<file path="config.mk">
export PLATFORM = sky130hd
export DESIGN_NAME = input_debouncer
export DESIGN_NICKNAME = d
export VERILOG_FILES = /design/src/rtl/input_debouncer_pkg.sv /design/src/rtl/sync_2ff.sv /design/src/rtl/input_debouncer.sv
export SDC_FILE = /design/constraint.sdc
export NUM_CORES = 1
export LEC_CHECK = 0
export ABC_CLOCK_PERIOD_IN_PS = 4700
export BUFFER_PORTS_ARGS = -buffer_cell sky130_fd_sc_hd__buf_2
export CORE_AREA = 8 8 45 47
export DETAILED_ROUTE_END_ITERATION = 8
export DIE_AREA = 0 0 53 55
export HOLD_SLACK_MARGIN = 0.15
export PLACE_DENSITY = 0.69
export REMOVE_ABC_BUFFERS = 1
export SLEW_MARGIN = 20
export SYNTH_ARGS = -nofsm -noshare
export SYNTH_HDL_FRONTEND = slang
export SYNTH_HIERARCHICAL = 1
export SYNTH_SLANG_ARGS = --single-unit
</file>
<file path="constraint.sdc">
create_clock -name clk -period 4.7 [get_ports clk]
set_clock_uncertainty 0.1 [all_clocks]
set_input_delay 0.94 -clock clk [delete_from_list [all_inputs] [get_ports clk]]
set_output_delay 0.94 -clock clk [all_outputs]
set_load 0.005 [all_outputs]
</file>
<file path="src/rtl/input_debouncer_pkg.sv">
// Shared definitions for the input debouncer: filter state encodings and the
// default debounce depth.
package input_debouncer_pkg;

    typedef enum logic [1:0] {
        S_LOW     = 2'b00,
        S_TO_HIGH = 2'b01,
        S_HIGH    = 2'b11,
        S_TO_LOW  = 2'b10
    } state_e;

    localparam int unsigned DEFAULT_DEBOUNCE_CYCLES = 4;

    function automatic int unsigned cnt_width(input int unsigned cycles);
        return $clog2(cycles + 1);
    endfunction

endpackage

</file>
<file path="src/rtl/sync_2ff.sv">
// Two-flop synchroniser for a single asynchronous bit; both stages reset to 0.
module sync_2ff (
    input  logic clk,
    input  logic rst_n,
    input  logic d,
    output logic q
);

    logic meta_q;
    logic sync_q;

    always_ff @(posedge clk or negedge rst_n) begin
        if (!rst_n) begin
            meta_q <= 1'b0;
            sync_q <= 1'b0;
        end else begin
            meta_q <= d;
            sync_q <= meta_q;
        end
    end

    assign q = sync_q;

endmodule

</file>
<file path="src/rtl/input_debouncer.sv">
// Debounces one raw asynchronous input: 2-flop sync followed by a counting
// filter FSM producing a registered level and one-cycle rise/fall pulses.
module input_debouncer
    import input_debouncer_pkg::*;
#(
    parameter int unsigned DEBOUNCE_CYCLES = DEFAULT_DEBOUNCE_CYCLES
) (
    input  logic clk,
    input  logic rst_n,
    input  logic a,
    output logic c,
    output logic rise,
    output logic fall,
    output logic busy
);

    localparam int unsigned CNT_W = cnt_width(DEBOUNCE_CYCLES);
    localparam logic [CNT_W-1:0] CNT_ONE  = CNT_W'(1);
    localparam logic [CNT_W-1:0] CNT_LAST = CNT_W'(DEBOUNCE_CYCLES - 1);

    if (DEBOUNCE_CYCLES < 2) begin : g_bad_depth
        $error("input_debouncer: DEBOUNCE_CYCLES must be >= 2");
    end

    logic s;

    state_e           state_q, state_d;
    logic [CNT_W-1:0] cnt_q,   cnt_d;
    logic             c_q,     c_d;
    logic             rise_q,  rise_d;
    logic             fall_q,  fall_d;
    logic             busy_q,  busy_d;

    sync_2ff u_sync (
        .clk   (clk),
        .rst_n (rst_n),
        .d     (a),
        .q     (s)
    );

    always_ff @(posedge clk or negedge rst_n) begin
        if (!rst_n) begin
            state_q <= S_LOW;
            cnt_q   <= '0;
            c_q     <= 1'b0;
            rise_q  <= 1'b0;
            fall_q  <= 1'b0;
            busy_q  <= 1'b0;
        end else begin
            state_q <= state_d;
            cnt_q   <= cnt_d;
            c_q     <= c_d;
            rise_q  <= rise_d;
            fall_q  <= fall_d;
            busy_q  <= busy_d;
        end
    end

    // Pulses default low so each lasts exactly one cycle after an accept.
    always_comb begin
        state_d = state_q;
        cnt_d   = cnt_q;
        c_d     = c_q;
        rise_d  = 1'b0;
        fall_d  = 1'b0;
        busy_d  = busy_q;

        unique case (state_q)
            S_LOW: begin
                if (s) begin
                    state_d = S_TO_HIGH;
                    cnt_d   = CNT_ONE;
                    busy_d  = 1'b1;
                end
            end

            S_TO_HIGH: begin
                if (!s) begin
                    state_d = S_LOW;
                    cnt_d   = '0;
                    busy_d  = 1'b0;
                end else if (cnt_q == CNT_LAST) begin
                    state_d = S_HIGH;
                    cnt_d   = '0;
                    c_d     = 1'b1;
                    rise_d  = 1'b1;
                    busy_d  = 1'b0;
                end else begin
                    cnt_d = cnt_q + CNT_ONE;
                end
            end

            S_HIGH: begin
                if (!s) begin
                    state_d = S_TO_LOW;
                    cnt_d   = CNT_ONE;
                    busy_d  = 1'b1;
                end
            end

            S_TO_LOW: begin
                if (s) begin
                    state_d = S_HIGH;
                    cnt_d   = '0;
                    busy_d  = 1'b0;
                end else if (cnt_q == CNT_LAST) begin
                    state_d = S_LOW;
                    cnt_d   = '0;
                    c_d     = 1'b0;
                    fall_d  = 1'b1;
                    busy_d  = 1'b0;
                end else begin
                    cnt_d = cnt_q + CNT_ONE;
                end
            end

            default: begin
                state_d = S_LOW;
                cnt_d   = '0;
                c_d     = 1'b0;
                busy_d  = 1'b0;
            end
        endcase
    end

    assign c    = c_q;
    assign rise = rise_q;
    assign fall = fall_q;
    assign busy = busy_q;

endmodule

</file>
==> results of run 1 <==
==> how the worst max path moves through the flow <==
stage | from | end | cells past startpoint
6_report | busy$_DFFE_PN0P_ | busy | 1
5_1_grt | c$_DFFE_PN0P_ | c | 1
4_1_cts | busy$_DFFE_PN0P_ | busy | 1
3_5_place_dp | state_q[1]$_DFFE_PN0P_ | state_q[1]$_DFFE_PN0P_ | 5
3_3_place_gp | state_q[1]$_DFFE_PN0P_ | state_q[1]$_DFFE_PN0P_ | 5
2_1_floorplan | state_q[0]$_DFFE_PN0P_ | state_q[1]$_DFFE_PN0P_ | 5
==> cells in the final DEF (no fill, tap or decap) <==
cell      netlist  layout
dfrtp_1        11      11
ha_1            6       6
buf_2           0       6
inv_1           4       4
nor2_1          4       4
mux2_4          3       3
clkbuf_4        0       3
nand2_1         2       2
nand3b_1        2       2
mux2i_1         2       2
a21oi_1         2       2
nand2b_1        1       1
nor3_1          1       1
a31oi_1         1       1
a21oi_4         1       1
o22ai_1         1       1
a21boi_0        1       1
o41ai_1         1       1
o31ai_1         1       1
nand4_1         1       1
o21ai_0         1       1
clkbuf_1        0       1
==> metal layers <==
layer | part of all wire (%) | GRT usage [%] | vias up
met5 | 0 | 0 | -
met4 | 2.1 | 3.88 | 0
met3 | 6.4 | 3.48 | 2
met2 | 46 | 12.7 | 6
met1 | 45 | 7.02 | 169
li1 | - | - | 183
==> per-stage QoR <==
| stage | std cells | hold slack (ns) | utilization, % |
|---|---|---|---|
| floorplan | 46 | 0.231 | - |
| global placement | 68 | 0.234 | 43.6 |
| detailed placement | 68 | 0.253 | 43.6 |
| CTS | 72 | 0.268 | 45.5 |
| global route | 72 | 0.281 | 45.5 |
| finish | 72 | 0.262 | 45.5 |
==> synth_stat cells <==
master and number:
ha_1 6, mux2_4 3, o21ai_0 1, inv_1 4, o31ai_1 1, a21oi_4 1
nand2b_1 1, a31oi_1 1, buf_6 1, nor3_1 1, dfrtp_1 11, a21boi_0 1
nand2_1 2, a21oi_1 2, nand3b_1 2, mux2i_1 2, nand4_1 1, o22ai_1 1
nor2_1 4, o41ai_1 1
==> state kept, by name, indices dropped and copies added, names as in the netlist <==
name and flops:
cnt_q 3, rise 1, u_sync/q 1, busy 1, fall 1, u_sync/meta_q 1
c 1, state_q 2
==> where the power goes <==
group	switching, W	leakage [nW]	internal [W]
Clock	0.0000310	0.0150	0.0000329
Sequential	0.0000178	0.139	0.000123
Combinational	0.000101	0.155	0.0000889
Total	0.000150	0.308	0.000245
==> logic make-up (layout without fill, tap and decap cells) <==
| family | Yosys count | count (layout) | synth area share, % |
|---|---|---|---|
| AOI/OAI and AO/OA | 9 | 9 | 12.0 |
| adders and majority gates | 6 | 6 | 13.3 |
| buffers and inverters | 5 | 14 | 4.66 |
| DFF | 11 | 11 | 48.8 |
| muxes | 5 | 5 | 11.5 |
| and+or+nand+nor | 11 | 11 | 9.76 |
==> layout make-up <==
class	count	area [um^2]
fillers	133	754
inverters	4	15.0
multi-input cells	31	263
well taps	16	20.0
flip-flops and latches	11	275
clock buffers	4	26.3
repair buffers	6	30.0
==> qor.csv, run 1 <==
stage;metric;value;unit
outcome;outcome;completed;
placed_design;pre-CTS WS;2.95;ns
die;Die W;53;um
synth;Seq/Total Area, Yosys;48.8;%
synth;Synth warnings;6;
timing;Period minus WS final;1.81;ns
timing;final worst-path cycle share;38.6;%
grt;largest net degree at the start of global routing;12;
critical_path;worst reg2reg path endpoint;state_q[1]$_DFFE_PN0P_;
pwr;Leak;0.308;nW
clock_tree;CTS tree;yes;
routing;DR DRC count;0;
critical_path;FF-to-FF path depth;5;
critical_path;Startpoint Class;flip-flop;
placed_design;Area after DPL;603;um^2
timing;Slew @ Worst Pin;0.336;ns
routing;drt total wl;924;um
critical_path;top cell family by delay on the critical path;flip-flops;
min_path;WHS Endpoint;u_sync/q$_DFF_PN0_;
clock_tree;cts repair resizes;0;
clock_tree;maximum root-to-sink buffer count;2;
min_path;hold path startpoint;u_sync/meta_q$_DFF_PN0_;
critical_path;slowest stage cell, crit path;dfrtp_1;
critical_path;Setup CP Type;flip-flop to output port;
critical_path;crit path DAT;0.77;ns
grt;GRT Overall Usage;7.28;%
synth;Yosys cell types;20;
clock_tree;Clk Tree Root Cell;clkbuf_4;
routing;ANT nets after route;0;
routing;routed len/inst;12.8;um
timing;final slew viol count;0;
clock_tree;htree depth;1;
critical_path;required time at the worst-slack endpoint;3.66;ns
critical_path;worst path bufs/invs;1;
final_layout;Area Overhead vs Synth;11.5;%
grt;vias in the first global route;376;
critical_path;r2r startpoint;state_q[1]$_DFFE_PN0P_;
die;# IOs;7;
synth;share of the synthesized area in the top cell type;48.8;%
synth;#FFs+latches synth;11;
final_layout;layout cells sized above 1;23.2;%
grt;grt ovf;0;
die;num rows;14;
routing;vias per inst;5.00;
synth;Synth Instances;47;
grt;global-route wire length before repair;1.55;mm
pwr;worst IR drop on VDD;0.000247;V
pwr;pwr dens;627;nW/um^2
die;DIE AREA;2920;um^2
critical_path;Crit. End Element;output port;
job;max cap viols;0;
final_layout;n_diodes;0;
critical_path;internal reg-to-reg setup slack;2.95;ns
placed_design;GPL Wtd Cong;0.693;
die;die extent in y;55;um
pwr;Pwr Total;0.000394;W
synth;Mapped Area;564;um^2
min_path;Worst Hold Class;flip-flop to flip-flop;
timing;f_max;552;MHz
die;Initial Util;40.8;%
clock_tree;hold_buf cts;0;
timing;RSZ-0062 raised after global routing;no;
synth;Mapped Avg Cell Area;12.0;um^2
final_layout;Final Net Count;66;
critical_path;CP Cell Sequence;buf_2;
synth;largest cells by area after synthesis;dfrtp_1, ha_1, mux2_4;
routing;1st-iter DRT viols;6;
min_path;hold-critical path depth;0;
routing;drt pass-1 iters;4;
synth;top cell type by total area after synthesis;dfrtp_1;
critical_path;crit-path max FO;2;
timing;Final setup violation count;0;
clock_tree;clk_lat worst skew;0.27;ns
final_layout;Final Cell Area;629;um^2
timing;final setup margin;2.89;ns
routing;vias;360;
timing;Slew Limit Headroom;77.6;%
critical_path;slowest stage delay, CP;0.38;ns
grt;initial antenna violation count;0;
die;Core Area;1380;um^2
clock_tree;Worst-path clk slew;0.07;ns
placed_design;# port buffers;6;
timing;endpoints failing hold;0;
timing;setup TNS;0;ns
clock_tree;setup bufs post-CTS;0;
clock_tree;clk sinks;11;
clock_tree;TritonCTS Buffers;3;
Note: power is estimated with default switching activity, not from simulation.
==> run 2, diff against run 1 <==
--- a/config.mk
+++ b/config.mk
@@ -5,13 +5,13 @@
 export SDC_FILE = /design/constraint.sdc
 export NUM_CORES = 1
 export LEC_CHECK = 0
-export ABC_CLOCK_PERIOD_IN_PS = 4700
+export ABC_CLOCK_PERIOD_IN_PS = 1650
 export BUFFER_PORTS_ARGS = -buffer_cell sky130_fd_sc_hd__buf_2
 export CORE_AREA = 8 8 45 47
 export DETAILED_ROUTE_END_ITERATION = 8
 export DIE_AREA = 0 0 53 55
 export HOLD_SLACK_MARGIN = 0.15
-export PLACE_DENSITY = 0.69
+export PLACE_DENSITY = 0.72
 export REMOVE_ABC_BUFFERS = 1
 export SLEW_MARGIN = 20
 export SYNTH_ARGS = -nofsm -noshare
==> constraint.sdc (replaced) <==
create_clock -name clk -period 1.65 [get_ports clk]
set_clock_uncertainty 0.1 [all_clocks]
set_input_delay 0.33 -clock clk [delete_from_list [all_inputs] [get_ports clk]]
set_output_delay 0.33 -clock clk [all_outputs]
set_load 0.005 [all_outputs]
==> run 2 against run 1 <==
Net effect: critical path depth up 4; via count increased by 10%; highest routed layer is now met3; first-iteration DRC count decreased by 67%; global-route usage rose by 1.1 points; wire length grew 11%; largest power group unchanged; sequential share of layout area fell by 5.7 points; sequential power increased to 2.9 times the previous value.
==> qor.csv, run 2 (synthesized netlist as in run 1, its figures left out) <==
stage;metric;value;unit;change
critical_path;crit path DAT;1.67;ns;+0.90 ns
clock_tree;clk sinks;11;;unchanged
grt;global-route wire length before repair;1.79;mm;+16%
final_layout;commonest non-fill, non-tap cell in the layout;dfrtp_1;;
clock_tree;setup bufs post-CTS;0;;unchanged
placed_design;DP HPWL;778;um;
critical_path;CP Cell Sequence;inv_2, ha_2, mux2_4, a21oi_4, mux2_4;;
timing;endpoints failing hold;0;;unchanged
critical_path;internal reg-to-reg setup slack;0.04;ns;-2.91 ns
final_layout;Largest Register;cnt_q;;
final_layout;Area Overhead vs Synth;28.4;%;
die;die extent in y;55;um;unchanged
final_layout;Final Net Count;77;;+17%
routing;routed len/inst;12.3;um;-4.1%
grt;GRT Overall Usage;8.43;%;+1.1 points
min_path;Worst Hold Class;flip-flop to flip-flop;;
pwr;Leak;0.356;nW;+15%
final_layout;layout cells sized above 1;40.3;%;+17 points
outcome;outcome;completed;;
grt;grt ovf;0;;unchanged
timing;setup TNS;0;ns;unchanged
die;Die W;53;um;unchanged
grt;largest net degree at the start of global routing;12;;unchanged
pwr;worst IR drop on VDD;0.000768;V;+210%
routing;drt pass-1 iters;3;;-1
routing;drt total wl;1.02;mm;+11%
final_layout;max reg flops;3;;unchanged
grt;initial antenna violation count;0;;unchanged
clock_tree;CTS tree;yes;;
routing;DR DRC count;0;;unchanged
critical_path;Setup CP Type;flip-flop to flip-flop;;
placed_design;GPL Wtd Cong;0.678;;-2.1%
routing;1st-iter DRT viols;2;;-4
clock_tree;maximum root-to-sink buffer count;2;;unchanged
clock_tree;Clk Tree Root Cell;clkbuf_4;;
routing;vias per inst;4.78;;-4.3%
critical_path;top cell family by delay on the critical path;multiplexers;;
min_path;hold path startpoint;u_sync/meta_q$_DFF_PN0_;;
critical_path;CP most frequent cell;mux2_4;;
critical_path;r2r startpoint;state_q[1]$_DFFE_PN0P_;;
critical_path;worst reg2reg path endpoint;state_q[1]$_DFFE_PN0P_;;
routing;ANT nets after route;0;;unchanged
timing;Final setup violation count;0;;unchanged
die;# IOs;7;;unchanged
critical_path;crit-path max FO;4;;+2
pwr;Pwr Total;0.00128;W;+220%
min_path;WHS Endpoint;u_sync/q$_DFF_PN0_;;
critical_path;Crit. End Element;flip-flop;;
critical_path;FF-to-FF path depth;5;;unchanged
critical_path;slowest stage delay, CP;0.42;ns;+0.04 ns
timing;final worst-path cycle share;97.8;%;
job;max cap viols;0;;unchanged
timing;f_max;620;MHz;
timing;Slew @ Worst Pin;0.314;ns;-0.0221 ns
final_layout;Regs by FF count;cnt_q x3, state_q x2;;
critical_path;slowest stage cell, crit path;dfrtp_1;;
final_layout;most frequent cells in the layout;dfrtp_1, buf_4, buf_2;;
die;num rows;14;;unchanged
placed_design;DP Cell Count;77;;+13%
pwr;pwr dens;1770;nW/um^2;+180%
critical_path;required time at the worst-slack endpoint;1.70;ns;-1.96 ns
routing;vias;397;;+10%
timing;Period minus WS final;1.61;ns;
die;DIE AREA;2920;um^2;unchanged
min_path;hold-critical path depth;0;;unchanged
clock_tree;Worst-path clk slew;0.07;ns;about the same
final_layout;Core Util, Final;52.4;%;+6.9 points
die;Initial Util;40.8;%;unchanged
critical_path;Startpoint Class;flip-flop;;
final_layout;n_diodes;0;;unchanged
final_layout;final cell count without fillers;83;;+15%
critical_path;worst path bufs/invs;1;;unchanged
clock_tree;htree depth;1;;unchanged
grt;vias in the first global route;412;;+9.6%
placed_design;# port buffers;6;;unchanged
clock_tree;TritonCTS Buffers;3;;unchanged
timing;final slew viol count;0;;unchanged
timing;Slew Limit Headroom;79.1;%;+1.5 points
clock_tree;clk_lat worst skew;0.27;ns;about the same
die;Core Area;1380;um^2;unchanged
==> run 2: cell types whose count changed in the layout (fill, tap and decap cells not counted) <==
cell           previous run  this run
ha_2                      0         3
inv_1                     4         2
ha_1                      6         3
inv_2                     0         2
dlygate4sd3_1             0         2
buf_4                     0         9
==> run 2: timing repair <==
action	CTS	global route
endpoints found under the hold margin	12	0
resized for setup	2	3
pin swaps	0	1
hold buffers	2	0
setup endpoints to repair	1	2
==> run 2: per-stage QoR <==
stage | area, um^2 | worst slack, ns | hold WS, ns
6_report | 724 | 0.0362 | 0.250
5_1_grt | 724 | -0.0161 | 0.260
4_1_cts | 717 | 0.0129 | 0.253
3_3_place_gp | 671 | 0.0167 | 0.112
3_5_place_dp | 671 | 0.0119 | 0.115
2_1_floorplan | 553 | -0.000218 | -0.0656
==> run 2: how the worst max path moves through the flow <==
stage,from,slack (ns),endpoint,cells after the start
after global routing,state_q[1]$_DFFE_PN0P_,-0.02,state_q[1]$_DFFE_PN0P_,5
final,state_q[1]$_DFFE_PN0P_,0.04,state_q[1]$_DFFE_PN0P_,5
after floorplan,state_q[0]$_DFFE_PN0P_,-0.0002,state_q[1]$_DFFE_PN0P_,5
after global placement,state_q[0]$_DFFE_PN0P_,0.02,state_q[1]$_DFFE_PN0P_,5
after CTS,state_q[0]$_DFFE_PN0P_,0.01,state_q[1]$_DFFE_PN0P_,5
after detailed placement,state_q[0]$_DFFE_PN0P_,0.01,state_q[1]$_DFFE_PN0P_,5
==> run 2: worst register-to-register path, delay by kind of cell (launching register included) <==
kind                     cells  cell delay, ns
AO/OA/AOI/OAI                1            0.13
multiplexers                 2            0.60
flip-flops                   1            0.42
adder cells (fa/ha/maj)      1            0.18
buffers and inverters        1            0.08
==> run 2: final cells by class <==
cell class	instances	area, um^2
clock buffers	4	26.3
repair buffers	17	118
flip-flops and latches	11	275
multi-input cells	31	270
well taps	16	20.0
inverters	4	15.0
fillers	131	659
==> run 2: power breakdown <==
part           switching (W)  leakage (nW)  internal [W]
Clock              0.0000920        0.0150     0.0000936
Combinational       0.000314         0.202      0.000376
Sequential         0.0000554         0.139      0.000350
==> run 2: per-layer routing <==
metal / vias up / share of wire [%] / global-route usage [%]
li1: 202 / - / -
met1: 192 / 43 / 9.02
met2: 3 / 53 / 13.9
met3: 0 / 3.9 / 3.21
met4: 0 / 0 / 5.17
met5: - / 0 / 0
==> run 3, diff against run 2 <==
--- a/config.mk
+++ b/config.mk
@@ -11,7 +11,7 @@
 export DETAILED_ROUTE_END_ITERATION = 8
 export DIE_AREA = 0 0 53 55
 export HOLD_SLACK_MARGIN = 0.15
-export PLACE_DENSITY = 0.72
+export PLACE_DENSITY = 0.65
 export REMOVE_ABC_BUFFERS = 1
 export SLEW_MARGIN = 20
 export SYNTH_ARGS = -nofsm -noshare
==> run 3 against run 2 <==
Net effect: cell count is 1.2% higher; maximum frequency is 0.57% lower; non-clock buffer count is 1 higher; power is 13% higher.
==> qor.csv, run 3 (synthesized netlist as in run 1, its figures left out) <==
stage;metric;value;unit;change
pwr;power share of the combinational group;57.2;%;+3.3 points
final_layout;Largest Register;cnt_q;;
grt;GRT Overall Usage;8.60;%;+0.17 points
timing;f_max;616;MHz;-0.57%
routing;vias per inst;5.00;;+4.5%
clock_tree;TritonCTS Buffers;3;;unchanged
timing;Final setup violation count;0;;unchanged
critical_path;internal reg-to-reg setup slack;0.03;ns;about the same
routing;routed len/inst;13.0;um;+5.6%
routing;DR DRC count;0;;unchanged
clock_tree;Worst-path clk slew;0.08;ns;about the same
placed_design;# port buffers;6;;unchanged
critical_path;top cell family by delay on the critical path;multiplexers;;
routing;ANT nets after route;0;;unchanged
clock_tree;Clk Tree Root Cell;clkbuf_4;;
placed_design;GPL Wtd Cong;0.722;;+6.5%
grt;initial antenna violation count;0;;unchanged
final_layout;Regs by FF count;cnt_q x3, state_q x2;;
min_path;hold-critical path depth;0;;unchanged
pwr;net switching power figure;0.000551;W;+19%
critical_path;crit path DAT;1.69;ns;+0.02 ns
final_layout;layout cells sized above 1;50.0;%;+9.7 points
min_path;hold path startpoint;u_sync/meta_q$_DFF_PN0_;;
routing;1st-iter DRT viols;7;;+5
critical_path;r2r startpoint;state_q[0]$_DFFE_PN0P_;;
final_layout;n_diodes;0;;unchanged
timing;Period minus WS final;1.62;ns;+0.00926 ns
routing;vias;420;;+5.8%
routing;drt pass-1 iters;2;;-1
final_layout;most frequent cells in the layout;dfrtp_1, buf_4, buf_2;;
grt;vias in the first global route;426;;+3.4%
die;Die W;53;um;unchanged
timing;RSZ-0062 raised after global routing;yes;;
grt;largest net degree at the start of global routing;12;;unchanged
die;# IOs;7;;unchanged
clock_tree;clk_lat worst skew;0.27;ns;about the same
final_layout;fillers;110;;-16%
timing;endpoints failing hold;0;;unchanged
timing;Slew @ Worst Pin;0.352;ns;+0.0375 ns
final_layout;max reg flops;3;;unchanged
pwr;pwr dens;1830;nW/um^2;+3.6%
die;die extent in y;55;um;unchanged
die;Core Area;1380;um^2;unchanged
critical_path;worst path bufs/invs;1;;unchanged
pwr;Int Pwr;0.000893;W;+9.0%
final_layout;Area Overhead vs Synth;39.7;%;
placed_design;DP HPWL;784;um;+0.67%
critical_path;CP Cell Sequence;inv_4, ha_4, mux2_4, a21oi_4, mux2_4;;
timing;final slew viol count;0;;unchanged
timing;Slew Limit Headroom;76.6;%;-2.5 points
critical_path;worst reg2reg path endpoint;state_q[1]$_DFFE_PN0P_;;
critical_path;crit-path max FO;4;;unchanged
critical_path;slowest stage delay, CP;0.44;ns;+0.02 ns
grt;grt ovf;0;;unchanged
timing;final worst-path cycle share;98.4;%;+0.56 points
pwr;clock power share;12.8;%;-1.7 points
final_layout;final cell count without fillers;84;;+1.2%
critical_path;Crit. End Element;flip-flop;;
die;Initial Util;40.8;%;unchanged
placed_design;DP Cell Count;76;;-1.3%
die;DIE AREA;2920;um^2;unchanged
pwr;Sw Share;38.1;%;+2.1 points
pwr;sequential share of power;30.0;%;-1.6 points
routing;drt total wl;1.09;mm;+6.8%
job;max cap viols;0;;unchanged
min_path;Worst Hold Class;flip-flop to flip-flop;;
pwr;worst IR drop on VDD;0.000818;V;+6.6%
timing;setup TNS;0;ns;unchanged
critical_path;Startpoint Class;flip-flop;;
critical_path;FF-to-FF path depth;5;;unchanged
critical_path;CP most frequent cell;mux2_4;;
die;num rows;14;;unchanged
clock_tree;htree depth;1;;unchanged
clock_tree;maximum root-to-sink buffer count;2;;unchanged
pwr;Leak;0.366;nW;+2.9%
critical_path;required time at the worst-slack endpoint;1.71;ns;about the same
clock_tree;clk sinks;11;;unchanged
grt;global-route wire length before repair;1.81;mm;+1.5%
critical_path;Setup CP Type;flip-flop to flip-flop;;
min_path;WHS Endpoint;u_sync/q$_DFF_PN0_;;
clock_tree;CTS tree;yes;;
outcome;outcome;completed;;
critical_path;slowest stage cell, crit path;dfrtp_2;;
final_layout;Final Net Count;78;;+1.3%
## run 3: changes by cell type in the layout (fill, tap and decap cells not counted), sizes merged
cell,change
clkinv,+1
buf,+1
clkbuf,-1
## run 3: power groups by stage
stage,logic [W],clock network [W],registers (W)
after detailed placement,0.000676,0,0.000407
final,0.000825,0.000185,0.000434
after CTS,0.000688,0.000186,0.000405
after global routing,0.000910,0.000204,0.000448
after global placement,0.000654,0,0.000402
after floorplan,0.000423,0,0.000401
## run 3: cell type report
type | instances | area, um^2 | share of cell area, %
flip-flops and latches | 11 | 278 | 35.2
repair buffers | 18 | 129 | 16.3
multi-input cells | 31 | 314 | 39.8
inverters | 4 | 20.0 | 2.54
clock inverters | 1 | 5.00 | 0.635
well taps | 16 | 20.0 | 2.54
clock buffers | 3 | 22.5 | 2.86
## run 3: worst register-to-register path, delay by kind of cell, from the launching register on
| kind | cells | cell delay, ns |
|---|---|---|
| buf+inv | 1 | 0.07 |
| flops | 1 | 0.44 |
| compound gates | 1 | 0.16 |
| fa+ha+maj | 1 | 0.16 |
| mux | 2 | 0.59 |
## run 3: worst max path at each step
stage	start	slack, ns	cells after the start	end
floorplan	state_q[0]$_DFFE_PN0P_	-0.0002	5	state_q[1]$_DFFE_PN0P_
finish	state_q[0]$_DFFE_PN0P_	0.03	5	state_q[1]$_DFFE_PN0P_
CTS	state_q[0]$_DFFE_PN0P_	-0.007	6	state_q[0]$_DFFE_PN0P_
detailed placement	state_q[0]$_DFFE_PN0P_	-0.008	5	state_q[1]$_DFFE_PN0P_
global route	state_q[1]$_DFFE_PN0P_	-0.03	6	state_q[0]$_DFFE_PN0P_
global placement	state_q[1]$_DFFE_PN0P_	0.01	5	state_q[1]$_DFFE_PN0P_
## run 3: routing by layer
metal | GRT usage [%] | up-vias | routed length, um
li1 | - | 205 | -
met5 | 0 | - | 0
met2 | 14.1 | 7 | 525
met1 | 9.20 | 204 | 480
met4 | 6.47 | 0 | 30
met3 | 2.67 | 4 | 55
## run 3: timing repair
action / CTS / global route
endpoints found under the hold margin: 12 / 0
hold buffers: 2 / 0
setup buffers: 0 / 2
pin swaps: 0 / 2
resized for setup: 2 / 14
gates cloned: 0 / 0
setup endpoints to repair: 2 / 4
## run 3: metrics by stage
stage / power, W / instance area [um^2] / hold slack (ns) / setup slack, ns / utilization (%)
2_1_floorplan: 0.000824 / 553 / -0.0656 / -0.000218 / -
3_3_place_gp: 0.00106 / 663 / 0.110 / 0.0100 / 47.9
3_5_place_dp: 0.00108 / 663 / 0.110 / -0.00772 / 47.9
4_1_cts: 0.00128 / 711 / 0.257 / -0.00655 / 51.4
5_1_grt: 0.00156 / 788 / 0.262 / -0.0290 / 57.0
6_report: 0.00144 / 788 / 0.255 / 0.0269 / 57.0
